--- config.mk ---
export PLATFORM = sky130hd
export DESIGN_NAME = recovery_sequencer_flat
export DESIGN_NICKNAME = d
export VERILOG_FILES = /design/src/rtl/recovery_sequencer_if.sv /design/src/rtl/recovery_sequencer.sv /design/src/flat_wrapper.sv
export SDC_FILE = /design/constraint.sdc
export NUM_CORES = 1
export LEC_CHECK = 0
export ABC_AREA = 1
export CAP_MARGIN = 30
export CORE_ASPECT_RATIO = 1.2
export CORE_MARGIN = 5
export CORE_UTILIZATION = 40
export CTS_BUF_LIST = sky130_fd_sc_hd__clkbuf_8 sky130_fd_sc_hd__clkbuf_16
export CTS_CLUSTER_DIAMETER = 50
export DETAILED_ROUTE_END_ITERATION = 8
export HOLD_SLACK_MARGIN = 0.02
export PLACE_DENSITY_LB_ADDON = 0.08
export REMOVE_ABC_BUFFERS = 1
export SLEW_MARGIN = 20
export SYNTH_ARGS = -nofsm -noshare
export SYNTH_HDL_FRONTEND = slang
export SYNTH_SLANG_ARGS = --single-unit
--- constraint.sdc ---
create_clock -name clk -period 3.4 [get_ports clk]
set_input_delay 0.85 -clock clk [delete_from_list [all_inputs] [get_ports clk]]
set_output_delay 0.85 -clock clk [all_outputs]
set_load 0.03 [all_outputs]
--- src/rtl/recovery_sequencer_if.sv ---
// +----------------------------------------------------------------------------+
// | recovery_sequencer_if                                                      |
// | Recovery datapath bundle between the sequencer and comparator/sgpr/spc/cores|
// | Revision: 1.0                                                              |
// +----------------------------------------------------------------------------+
`default_nettype none

interface recovery_sequencer_if #(
    parameter int ADDR_WIDTH = 5,
    parameter int DATA_WIDTH = 32,
    parameter int CNT_WIDTH  = 16
);
    logic                  error_i;
    logic [ADDR_WIDTH-1:0] sgpr_raddr_o;
    logic [DATA_WIDTH-1:0] sgpr_rdata_i;
    logic                  sgpr_wblock_o;
    logic [DATA_WIDTH-1:0] spc_i;
    logic                  core_rf_we_o;
    logic [ADDR_WIDTH-1:0] core_rf_waddr_o;
    logic [DATA_WIDTH-1:0] core_rf_wdata_o;
    logic                  core_pc_we_o;
    logic [DATA_WIDTH-1:0] core_pc_o;
    logic                  fetch_block_o;
    logic                  done_o;
    logic [CNT_WIDTH-1:0]  recovery_cnt_o;

    modport master (
        input  error_i, sgpr_rdata_i, spc_i,
        output sgpr_raddr_o, sgpr_wblock_o, core_rf_we_o, core_rf_waddr_o,
               core_rf_wdata_o, core_pc_we_o, core_pc_o, fetch_block_o,
               done_o, recovery_cnt_o
    );

    modport slave (
        output error_i, sgpr_rdata_i, spc_i,
        input  sgpr_raddr_o, sgpr_wblock_o, core_rf_we_o, core_rf_waddr_o,
               core_rf_wdata_o, core_pc_we_o, core_pc_o, fetch_block_o,
               done_o, recovery_cnt_o
    );
endinterface

`default_nettype wire

--- src/rtl/recovery_sequencer.sv ---
// +----------------------------------------------------------------------------+
// | recovery_sequencer                                                         |
// | Lockstep rollback: freeze fetch, drain, copy sgpr into core RFs, restore PC.|
// | Optional feature macro: RECOVERY_CNT_EN (saturating recovery counter).     |
// | Revision: 1.0                                                              |
// +----------------------------------------------------------------------------+
`default_nettype none

module recovery_sequencer #(
    parameter int ADDR_WIDTH   = 5,
    parameter int DATA_WIDTH   = 32,
    parameter int NUM_REGS     = 32,
    parameter int DRAIN_CYCLES = 2,
    parameter int CNT_WIDTH    = 16
) (
    input  logic                 clk,
    input  logic                 rst_n,
    recovery_sequencer_if.master bus
);

    localparam int c_DRAIN_W = (DRAIN_CYCLES > 0) ? $clog2(DRAIN_CYCLES + 1) : 1;
    localparam logic [c_DRAIN_W-1:0]  c_DRAIN_LOAD = c_DRAIN_W'(DRAIN_CYCLES);
    localparam logic [c_DRAIN_W-1:0]  c_DRAIN_ONE  = c_DRAIN_W'(1);
    localparam logic [ADDR_WIDTH-1:0] c_FIRST_ADDR = ADDR_WIDTH'(1);
    localparam logic [ADDR_WIDTH-1:0] c_LAST_ADDR  = ADDR_WIDTH'(NUM_REGS - 1);

    typedef enum logic [2:0] {
        S_IDLE    = 3'd0,
        S_DRAIN   = 3'd1,
        S_RESTORE = 3'd2,
        S_PC      = 3'd3,
        S_DONE    = 3'd4
    } state_t;

    state_t                r_state;
    logic [c_DRAIN_W-1:0]  r_drain_cnt;
    logic [ADDR_WIDTH-1:0] r_raddr;
    logic                  r_rf_we;
    logic [ADDR_WIDTH-1:0] r_rf_waddr;
    logic [DATA_WIDTH-1:0] r_rf_wdata;
    logic                  r_pc_we;
    logic [DATA_WIDTH-1:0] r_pc;
    logic                  r_fetch_block;
    logic                  r_wblock;
    logic                  r_done;

    always_ff @(posedge clk or negedge rst_n) begin
        if (!rst_n) begin
            r_state       <= S_IDLE;
            r_drain_cnt   <= '0;
            r_raddr       <= '0;
            r_rf_we       <= 1'b0;
            r_rf_waddr    <= '0;
            r_rf_wdata    <= '0;
            r_pc_we       <= 1'b0;
            r_pc          <= '0;
            r_fetch_block <= 1'b0;
            r_wblock      <= 1'b0;
            r_done        <= 1'b0;
        end else begin
            r_rf_we <= 1'b0;
            r_pc_we <= 1'b0;
            r_done  <= 1'b0;
            case (r_state)
                // An error seen in DONE chains straight into a new recovery,
                // so fetch stays blocked without a gap.
                S_IDLE, S_DONE: begin
                    if (bus.error_i) begin
                        r_fetch_block <= 1'b1;
                        r_wblock      <= 1'b1;
                        r_drain_cnt   <= c_DRAIN_LOAD;
                        if (DRAIN_CYCLES == 0) begin
                            r_state <= S_RESTORE;
                            r_raddr <= c_FIRST_ADDR;
                        end else begin
                            r_state <= S_DRAIN;
                            r_raddr <= '0;
                        end
                    end else begin
                        r_state       <= S_IDLE;
                        r_fetch_block <= 1'b0;
                        r_wblock      <= 1'b0;
                        r_raddr       <= '0;
                    end
                end
                S_DRAIN: begin
                    if (r_drain_cnt <= c_DRAIN_ONE) begin
                        r_state <= S_RESTORE;
                        r_raddr <= c_FIRST_ADDR;
                    end else begin
                        r_drain_cnt <= r_drain_cnt - c_DRAIN_ONE;
                    end
                end
                // The write for address A lands one cycle after A was read.
                S_RESTORE: begin
                    r_rf_we    <= 1'b1;
                    r_rf_waddr <= r_raddr;
                    r_rf_wdata <= bus.sgpr_rdata_i;
                    if (r_raddr == c_LAST_ADDR) begin
                        r_state <= S_PC;
                        r_pc_we <= 1'b1;
                        r_pc    <= bus.spc_i;
                    end else begin
                        r_raddr <= r_raddr + c_FIRST_ADDR;
                    end
                end
                S_PC: begin
                    r_state <= S_DONE;
                    r_done  <= 1'b1;
                end
                default: begin
                    r_state <= S_IDLE;
                end
            endcase
        end
    end

`ifdef RECOVERY_CNT_EN
    logic                 w_start;
    logic [CNT_WIDTH-1:0] r_rec_cnt;

    assign w_start = bus.error_i && ((r_state == S_IDLE) || (r_state == S_DONE));

    always_ff @(posedge clk or negedge rst_n) begin
        if (!rst_n) begin
            r_rec_cnt <= '0;
        end else if (w_start && (r_rec_cnt != {CNT_WIDTH{1'b1}})) begin
            r_rec_cnt <= r_rec_cnt + CNT_WIDTH'(1);
        end
    end

    assign bus.recovery_cnt_o = r_rec_cnt;
`else
    assign bus.recovery_cnt_o = {CNT_WIDTH{1'b0}};
`endif

    assign bus.sgpr_raddr_o    = r_raddr;
    assign bus.sgpr_wblock_o   = r_wblock;
    assign bus.core_rf_we_o    = r_rf_we;
    assign bus.core_rf_waddr_o = r_rf_waddr;
    assign bus.core_rf_wdata_o = r_rf_wdata;
    assign bus.core_pc_we_o    = r_pc_we;
    assign bus.core_pc_o       = r_pc;
    assign bus.fetch_block_o   = r_fetch_block;
    assign bus.done_o          = r_done;

endmodule

`default_nettype wire

--- src/flat_wrapper.sv ---
// flat-port wrapper written by rule: the top's interface ports become plain ports
module recovery_sequencer_flat 
#(
    parameter int ADDR_WIDTH   = 5,
    parameter int DATA_WIDTH   = 32,
    parameter int NUM_REGS     = 32,
    parameter int DRAIN_CYCLES = 2,
    parameter int CNT_WIDTH    = 16
)
  (clk, rst_n, bus_error_i, bus_sgpr_rdata_i, bus_spc_i, bus_sgpr_raddr_o, bus_sgpr_wblock_o, bus_core_rf_we_o, bus_core_rf_waddr_o, bus_core_rf_wdata_o, bus_core_pc_we_o, bus_core_pc_o, bus_fetch_block_o, bus_done_o, bus_recovery_cnt_o);
  recovery_sequencer_if #(.ADDR_WIDTH(ADDR_WIDTH), .DATA_WIDTH(DATA_WIDTH), .CNT_WIDTH(CNT_WIDTH)) bus_i ();
  input  logic clk;
  input  logic rst_n;
  input wire logic [$bits(bus_i.error_i)-1:0] bus_error_i;
  input wire logic [$bits(bus_i.sgpr_rdata_i)-1:0] bus_sgpr_rdata_i;
  input wire logic [$bits(bus_i.spc_i)-1:0] bus_spc_i;
  output wire logic [$bits(bus_i.sgpr_raddr_o)-1:0] bus_sgpr_raddr_o;
  output wire logic [$bits(bus_i.sgpr_wblock_o)-1:0] bus_sgpr_wblock_o;
  output wire logic [$bits(bus_i.core_rf_we_o)-1:0] bus_core_rf_we_o;
  output wire logic [$bits(bus_i.core_rf_waddr_o)-1:0] bus_core_rf_waddr_o;
  output wire logic [$bits(bus_i.core_rf_wdata_o)-1:0] bus_core_rf_wdata_o;
  output wire logic [$bits(bus_i.core_pc_we_o)-1:0] bus_core_pc_we_o;
  output wire logic [$bits(bus_i.core_pc_o)-1:0] bus_core_pc_o;
  output wire logic [$bits(bus_i.fetch_block_o)-1:0] bus_fetch_block_o;
  output wire logic [$bits(bus_i.done_o)-1:0] bus_done_o;
  output wire logic [$bits(bus_i.recovery_cnt_o)-1:0] bus_recovery_cnt_o;
  assign bus_i.error_i = bus_error_i;
  assign bus_i.sgpr_rdata_i = bus_sgpr_rdata_i;
  assign bus_i.spc_i = bus_spc_i;
  assign bus_sgpr_raddr_o = bus_i.sgpr_raddr_o;
  assign bus_sgpr_wblock_o = bus_i.sgpr_wblock_o;
  assign bus_core_rf_we_o = bus_i.core_rf_we_o;
  assign bus_core_rf_waddr_o = bus_i.core_rf_waddr_o;
  assign bus_core_rf_wdata_o = bus_i.core_rf_wdata_o;
  assign bus_core_pc_we_o = bus_i.core_pc_we_o;
  assign bus_core_pc_o = bus_i.core_pc_o;
  assign bus_fetch_block_o = bus_i.fetch_block_o;
  assign bus_done_o = bus_i.done_o;
  assign bus_recovery_cnt_o = bus_i.recovery_cnt_o;
  recovery_sequencer #(.ADDR_WIDTH(ADDR_WIDTH), .DATA_WIDTH(DATA_WIDTH), .NUM_REGS(NUM_REGS), .DRAIN_CYCLES(DRAIN_CYCLES), .CNT_WIDTH(CNT_WIDTH)) u_core (.clk(clk), .rst_n(rst_n), .bus(bus_i));
endmodule
==> flow_metrics.py, run 1 <==
metrics = {
    "worst_setup_path": {
        "criticalPathCategory": "flop to output port",
        "worstPathCellList": "clkdlybuf4s50_1",
        "critical_path_buf_inv_count": 1,
        "critPathArrivalTime_ns": 1.53,
        "slowest_stage": "clkdlybuf4s50_1",
        "cp_top_family": "buffers and inverters",
        "cp-start-kind": "flop",
        "cp-end-kind": "output port",
        "path_max_fanout": 7,
        "max_stage_delay_ns": 0.73,
        "ff2ff_setup_slack_ns": 1.33,
        "r2r-end": "u_core.bus.core_pc_o[10]",
        "required_ns": 2.55,
        "worstRegToRegCells": 8,
        "r2r-start": "u_core.bus.sgpr_raddr_o[0]",
    },
    "timing": {
        "finalCriticalPeriod_ns": 2.38,
        "worst_pin_slew_ns": 0.502,
        "setup_violations": 0,
        "fin_skew_ns": 0.00835,
        "finalCritPeriodShare": 0.700,
        "rsz0062_at_grt": "no",
        "slew_headroom": 0.665,
        "drv_slew": 0,
        "setup_ws_ns": 1.02,
        "hold_viol": 0,
        "max_freq_ghz": 0.420,
        "tns_ns": 0,
    },
    "logic_synthesis": {
        "synth_warnings": 0,
        "avgSynthCellArea_sq_um": 8.90,
        "synth_largest_area_cell": "dfrtp_1",
        "yosysSeqAreaShare": 0.611,
        "syn_inst": 382,
        "synth.distinct_cells": 21,
        "synth_edf_count": 0,
        "ys_ff_latch": 83,
        "synth_area_leaders": "dfrtp_1 61%, nand2_1 26%, buf_4 4.4%",
        "synth-main-ff-cell": "dfrtp_1",
        "yosysTopAreaCellShare": 0.611,
        "synthTopCellsByCount": "232 x nand2_1, 83 x dfrtp_1, 20 x buf_4",
        "netlist_area_sq_um": 3400,
        "synthArstFlopShare": 1.00,
        "synth_most_common_cell": "nand2_1",
    },
    "clock_tree": {
        "htreeDepth": 3,
        "clockBufferDepth": 2,
        "clk_pin_slew_ns": 0.08,
        "clock-sinks": 83,
        "numCtsBuffers": 9,
        "cts_root_buf": "clkbuf_8",
        "cts_resized": 0,
        "post-cts-setup-buffers": 0,
        "clk_latency_ns": 0.35,
        "cts_tree": "built",
        "hold_buffers": 0,
    },
    "layout": {
        "diodes": 0,
        "fin_area_sq_um": 5030,
        "finalNetCount": 594,
        "drive_above_1_share": 0.0455,
        "finish.utilization": 0.614,
        "area_delta_synth_final_pct": 48.1,
    },
    "die": {
        "dieArea_sq_um": 10400,
        "core_sq_um": 8200,
        "fp.dieW_um": 94.2,
        "start_util": 0.415,
        "ioPinCount": 162,
        "dieHeight_um": 111,
        "rows": 36,
    },
    "global_route": {
        "first_global_vias": 2927,
        "gr-total-overflow": 0,
        "grt_pass1_wl_mm": 14.5,
        "grt-busiest-layer": "met2",
        "antenna_found_initial": 0,
        "grt.total_usage": 0.178,
        "grt_max_degree": 58,
        "grtUsageMet2": 0.269,
        "use_met3": 0.0788,
        "use_met1": 0.218,
    },
    "status": {
        "status": "finished clean",
    },
    "route": {
        "wire_per_inst_um": 13.6,
        "vias": 2852,
        "drc": 0,
        "via_per_inst": 4.44,
        "drt_iter0_drc": 154,
        "ant_nets": 0,
        "drt-pass1-iter-count": 4,
        "wirelength_mm": 8.70,
    },
    "power": {
        "cellLeakagePower_uw": 0.00251,
        "ir_worst_vdd_v": 0.000267,
        "p_per_area_nw_per_um2": 772,
        "design_power_total_uw": 3890,
    },
    "worst_hold_path": {
        "hold_class": "input pin to asynchronous set/reset pin",
    },
    "placed_design": {
        "dp_hpwl_mm": 6.22,
        "gp_congestion": 0.738,
        "dp_slack_ns": 1.30,
        "io_buffers": 145,
        "placed_area_sq_um": 4860,
    },
    "job": {
        "maxCapViolations": 0,
    },
}
==> where the power goes <==
group | switching, uW | leakage [uW] | total [uW] | internal [uW]
sequential | 162 | 0.00102 | 1430 | 1270
clock | 330 | 0.0000994 | 646 | 316
combinational | 1120 | 0.00139 | 1810 | 687
total | 1610 | 0.00251 | 3890 | 2270
==> cells in the final DEF (no fill, tap or decap) <==
cell type / count
nand3_1: 4
nor2_1: 9
nand2_1: 232
nand3_2: 1
inv_1: 3
nand3_4: 1
buf_4: 1
nand2_4: 1
nor3b_1: 1
ha_1: 3
inv_2: 2
clkinv_2: 2
inv_4: 2
clkdlybuf4s50_1: 144
buf_16: 1
o21ai_0: 5
clkbuf_8: 12
a21boi_0: 2
nor2_4: 1
nand4_1: 1
conb_1: 16
a31oi_1: 1
dfrtp_1: 83
==> area by class of cell <==
cell class              instances  area, sq um
clock buffers                  12          165
clock inverters                 3         13.8
well taps                     114          143
repair buffers                146         1480
fillers                       729         3160
multi-input cells             278         1130
inverters                       6         27.5
flip-flops and latches         83         2080
==> state kept, by name, summed over array words and instances, names as in the netlist <==
name and count:
u_core.bus.core_pc_o 32, u_core.bus.core_pc_we_o 1, u_core.bus.core_rf_waddr_o 5, u_core.bus.core_rf_wdata_o 32, u_core.bus.core_rf_we_o 1, u_core.bus.done_o 1, u_core.bus.sgpr_raddr_o 5, u_core.bus.sgpr_wblock_o 1
u_core.r_drain_cnt 2, u_core.r_state 3
==> through the flow <==
stage	hold slack, ns	cells
6_report	0.411	642
4_1_cts	0.409	642
3_5_place_dp	0.464	627
3_3_place_gp	0.460	626
2_1_floorplan	0.466	367
5_1_grt	0.419	642
==> kinds of logic after synthesis <==
kind of cell | after synthesis | synth area share
AO/OA/AOI/OAI | 8 | 0.0136
adder cells (fa/ha/maj) | 3 | 0.0110
buffers and inverters | 36 | 0.0725
flip-flops | 83 | 0.611
other | 1 | 0.00110
AND/OR/NAND/NOR | 251 | 0.291
==> per-layer routing <==
| layer | vias up | wire [um] | share of wire |
|---|---|---|---|
| met2 | 117 | 3930 | 0.45 |
| li1 | 1411 | - | - |
| met1 | 1307 | 3680 | 0.42 |
| met3 | 17 | 909 | 0.10 |
| met4 | 0 | 186 | 0.021 |
| met5 | - | 0 | 0 |
==> worst max path at each step <==
stage	from	depth (start not counted)	endpoint
after detailed placement	u_core.bus.sgpr_raddr_o[1]	8	u_core.bus.core_pc_o[10]
after global routing	u_core.bus.sgpr_raddr_o[2]	1	bus_sgpr_raddr_o[2]
after global placement	u_core.bus.sgpr_raddr_o[2]	1	bus_sgpr_raddr_o[2]
after floorplan	u_core.bus.sgpr_raddr_o[0]	8	u_core.bus.core_pc_o[0]
after CTS	u_core.bus.sgpr_raddr_o[0]	1	bus_sgpr_raddr_o[0]
final	u_core.bus.sgpr_raddr_o[0]	1	bus_sgpr_raddr_o[0]
No activity file was read; power rests on OpenSTA's default activity.
==> inputs of run 2 (changes only) <==
--- a/config.mk
+++ b/config.mk
@@ -9,7 +9,7 @@
 export CAP_MARGIN = 30
 export CORE_ASPECT_RATIO = 1.2
 export CORE_MARGIN = 5
-export CORE_UTILIZATION = 40
+export CORE_UTILIZATION = 37
 export CTS_BUF_LIST = sky130_fd_sc_hd__clkbuf_8 sky130_fd_sc_hd__clkbuf_16
 export CTS_CLUSTER_DIAMETER = 50
 export DETAILED_ROUTE_END_ITERATION = 8
==> constraint.sdc (replaced) <==
create_clock -name clk -period 2 [get_ports clk]
set_input_delay 0.5 -clock clk [delete_from_list [all_inputs] [get_ports clk]]
set_output_delay 0.5 -clock clk [all_outputs]
set_load 0.03 [all_outputs]
==> run 2 against run 1 <==
Compared with the run above: combinational power up 70%; via count down 1.2%; final cell count up 1.4%; sequential power up 69%; clock skew down 0.00059 ns; largest power group unchanged; total power up 68%; largest cell class unchanged; highest routed layer unchanged; setup slack worse by 0.96 ns; register-to-register slack worse by 1.1 ns; flip-flop and latch count unchanged; cell area up 0.40%; hold slack better by 0.067 ns; die area up 7.3%.
==> flow_metrics.py, run 2 (same netlist as run 1, synthesis figures left out) <==
metrics = {
    "route": {
        "vias": 2817,
        "ant_nets": 0,
        "via_per_inst": 4.33,
        "drt-pass1-iter-count": 4,
        "drt_iter0_drc": 115,
        "drc": 0,
        "wirelength_mm": 8.45,
        "wire_per_inst_um": 13.0,
    },
    "timing": {
        "hold_viol": 0,
        "finalCriticalPeriod_ns": 1.94,
        "drv_slew": 0,
        "hold_slack_ns": 0.478,
        "max_freq_ghz": 0.516,
        "tns_ns": 0,
        "finalCritPeriodShare": 0.968,
        "setup_ws_ns": 0.0632,
        "setup_violations": 0,
        "fin_skew_ns": 0.00777,
        "rsz0062_at_grt": "no",
    },
    "layout": {
        "final_common_cell": "nand2_1",
        "drive_above_1_share": 0.0490,
        "mostFrequentLayoutCells": "232 x nand2_1, 141 x clkdlybuf4s50_1, 83 x dfrtp_1, 16 x conb_1, 11 x clkbuf_8",
        "diodes": 0,
        "finalNetCount": 600,
        "fill_cells": 822,
        "area_delta_synth_final_pct": 48.7,
        "final_cells": 651,
    },
    "power": {
        "ir_worst_vdd_v": 0.000396,
        "cellLeakagePower_uw": 0.00253,
        "p_per_area_nw_per_um2": 1290,
    },
    "clock_tree": {
        "htreeDepth": 3,
        "post-cts-setup-buffers": 0,
        "clockBufferDepth": 2,
        "clk_latency_ns": 0.35,
        "clk_pin_slew_ns": 0.07,
        "numCtsBuffers": 9,
        "clock-sinks": 83,
        "cts_root_buf": "clkbuf_8",
        "cts_tree": "built",
    },
    "worst_setup_path": {
        "slowest_stage": "clkdlybuf4s50_1",
        "criticalPathCategory": "flop to output port",
        "ff2ff_setup_slack_ns": 0.24,
        "critPathArrivalTime_ns": 1.44,
        "cp_top_family": "buffers and inverters",
        "cp-end-kind": "output port",
        "path_max_fanout": 4,
        "critical_path_buf_inv_count": 1,
        "required_ns": 1.50,
        "worstPathCellList": "clkdlybuf4s50_1",
        "cp-start-kind": "flop",
        "max_stage_delay_ns": 0.69,
    },
    "die": {
        "start_util": 0.376,
        "ioPinCount": 162,
        "dieHeight_um": 115,
        "dieArea_sq_um": 11200,
        "rows": 38,
        "core_sq_um": 9030,
        "fp.dieW_um": 97.5,
    },
    "placed_design": {
        "dp_hpwl_mm": 6.12,
        "dp_slack_ns": 0.212,
        "io_buffers": 145,
        "gp_congestion": 0.777,
        "dp.cells": 638,
    },
    "global_route": {
        "grt_pass1_wl_mm": 13.5,
        "gr-total-overflow": 0,
        "grt.total_usage": 0.150,
        "antenna_found_initial": 0,
        "grt_max_degree": 38,
        "first_global_vias": 2745,
    },
    "job": {
        "maxCapViolations": 0,
    },
    "worst_hold_path": {
        "hold_class": "flop to flop",
    },
    "status": {
        "status": "finished clean",
    },
}
==> run 2: cell type report <==
class / instances / area (sq um) / area share
repair buffers: 152 / 1510 / 0.299
clock buffers: 11 / 151 / 0.0300
flip-flops and latches: 83 / 2080 / 0.411
multi-input cells: 278 / 1130 / 0.224
clock inverters: 1 / 3.75 / 0.000743
inverters: 6 / 27.5 / 0.00545
well taps: 120 / 150 / 0.0297
==> run 2: routing by layer <==
| metal | share of wire | vias up | routed length (um) | GRT usage |
|---|---|---|---|---|
| li1 | - | 1425 | - | - |
| met1 | 0.44 | 1269 | 3690 | 0.190 |
| met2 | 0.46 | 113 | 3910 | 0.232 |
| met3 | 0.089 | 10 | 753 | 0.0667 |
| met4 | 0.011 | 0 | 94 | 0.0499 |
| met5 | 0 | - | 0 | 0 |
==> run 2: path summary, 6_finish.rpt <==
path                                             from                            end  depth (start not counted)
max                        u_core.bus.sgpr_raddr_o[3]            bus_sgpr_raddr_o[3]                          1
min                          u_core.bus.core_pc_o[12]       u_core.bus.core_pc_o[12]                          2
max reg2reg                u_core.bus.sgpr_raddr_o[1]       u_core.bus.core_pc_o[22]                          8
min reg2reg                  u_core.bus.core_pc_o[12]       u_core.bus.core_pc_o[12]                          2
max in group asynchronous                       rst_n     u_core.bus.sgpr_raddr_o[1]                          3
min in group asynchronous                       rst_n  u_core.bus.core_rf_waddr_o[2]                          2
==> run 2: stage by stage <==
step / cell area (sq um) / utilization / power, uW
final: 5050 / 0.560 / 6530
after global routing: 5050 / 0.560 / 6960
after CTS: 5050 / 0.560 / 6630
after detailed placement: 4890 / 0.542 / 5600
after global placement: 4890 / 0.542 / 5560
after floorplan: 3240 / - / 4210
==> run 2: repair_timing <==
item                       4_1_cts  5_1_grt
setup endpoints to repair        3        0
hold buffers                     1        0
resized for setup                3        0
hold endpoints to repair        16        0
==> run 2: report_power, final <==
group	internal (uW)	switching, uW
combinational	1180	1900
sequential	2160	262
clock	487	539
total	3830	2700
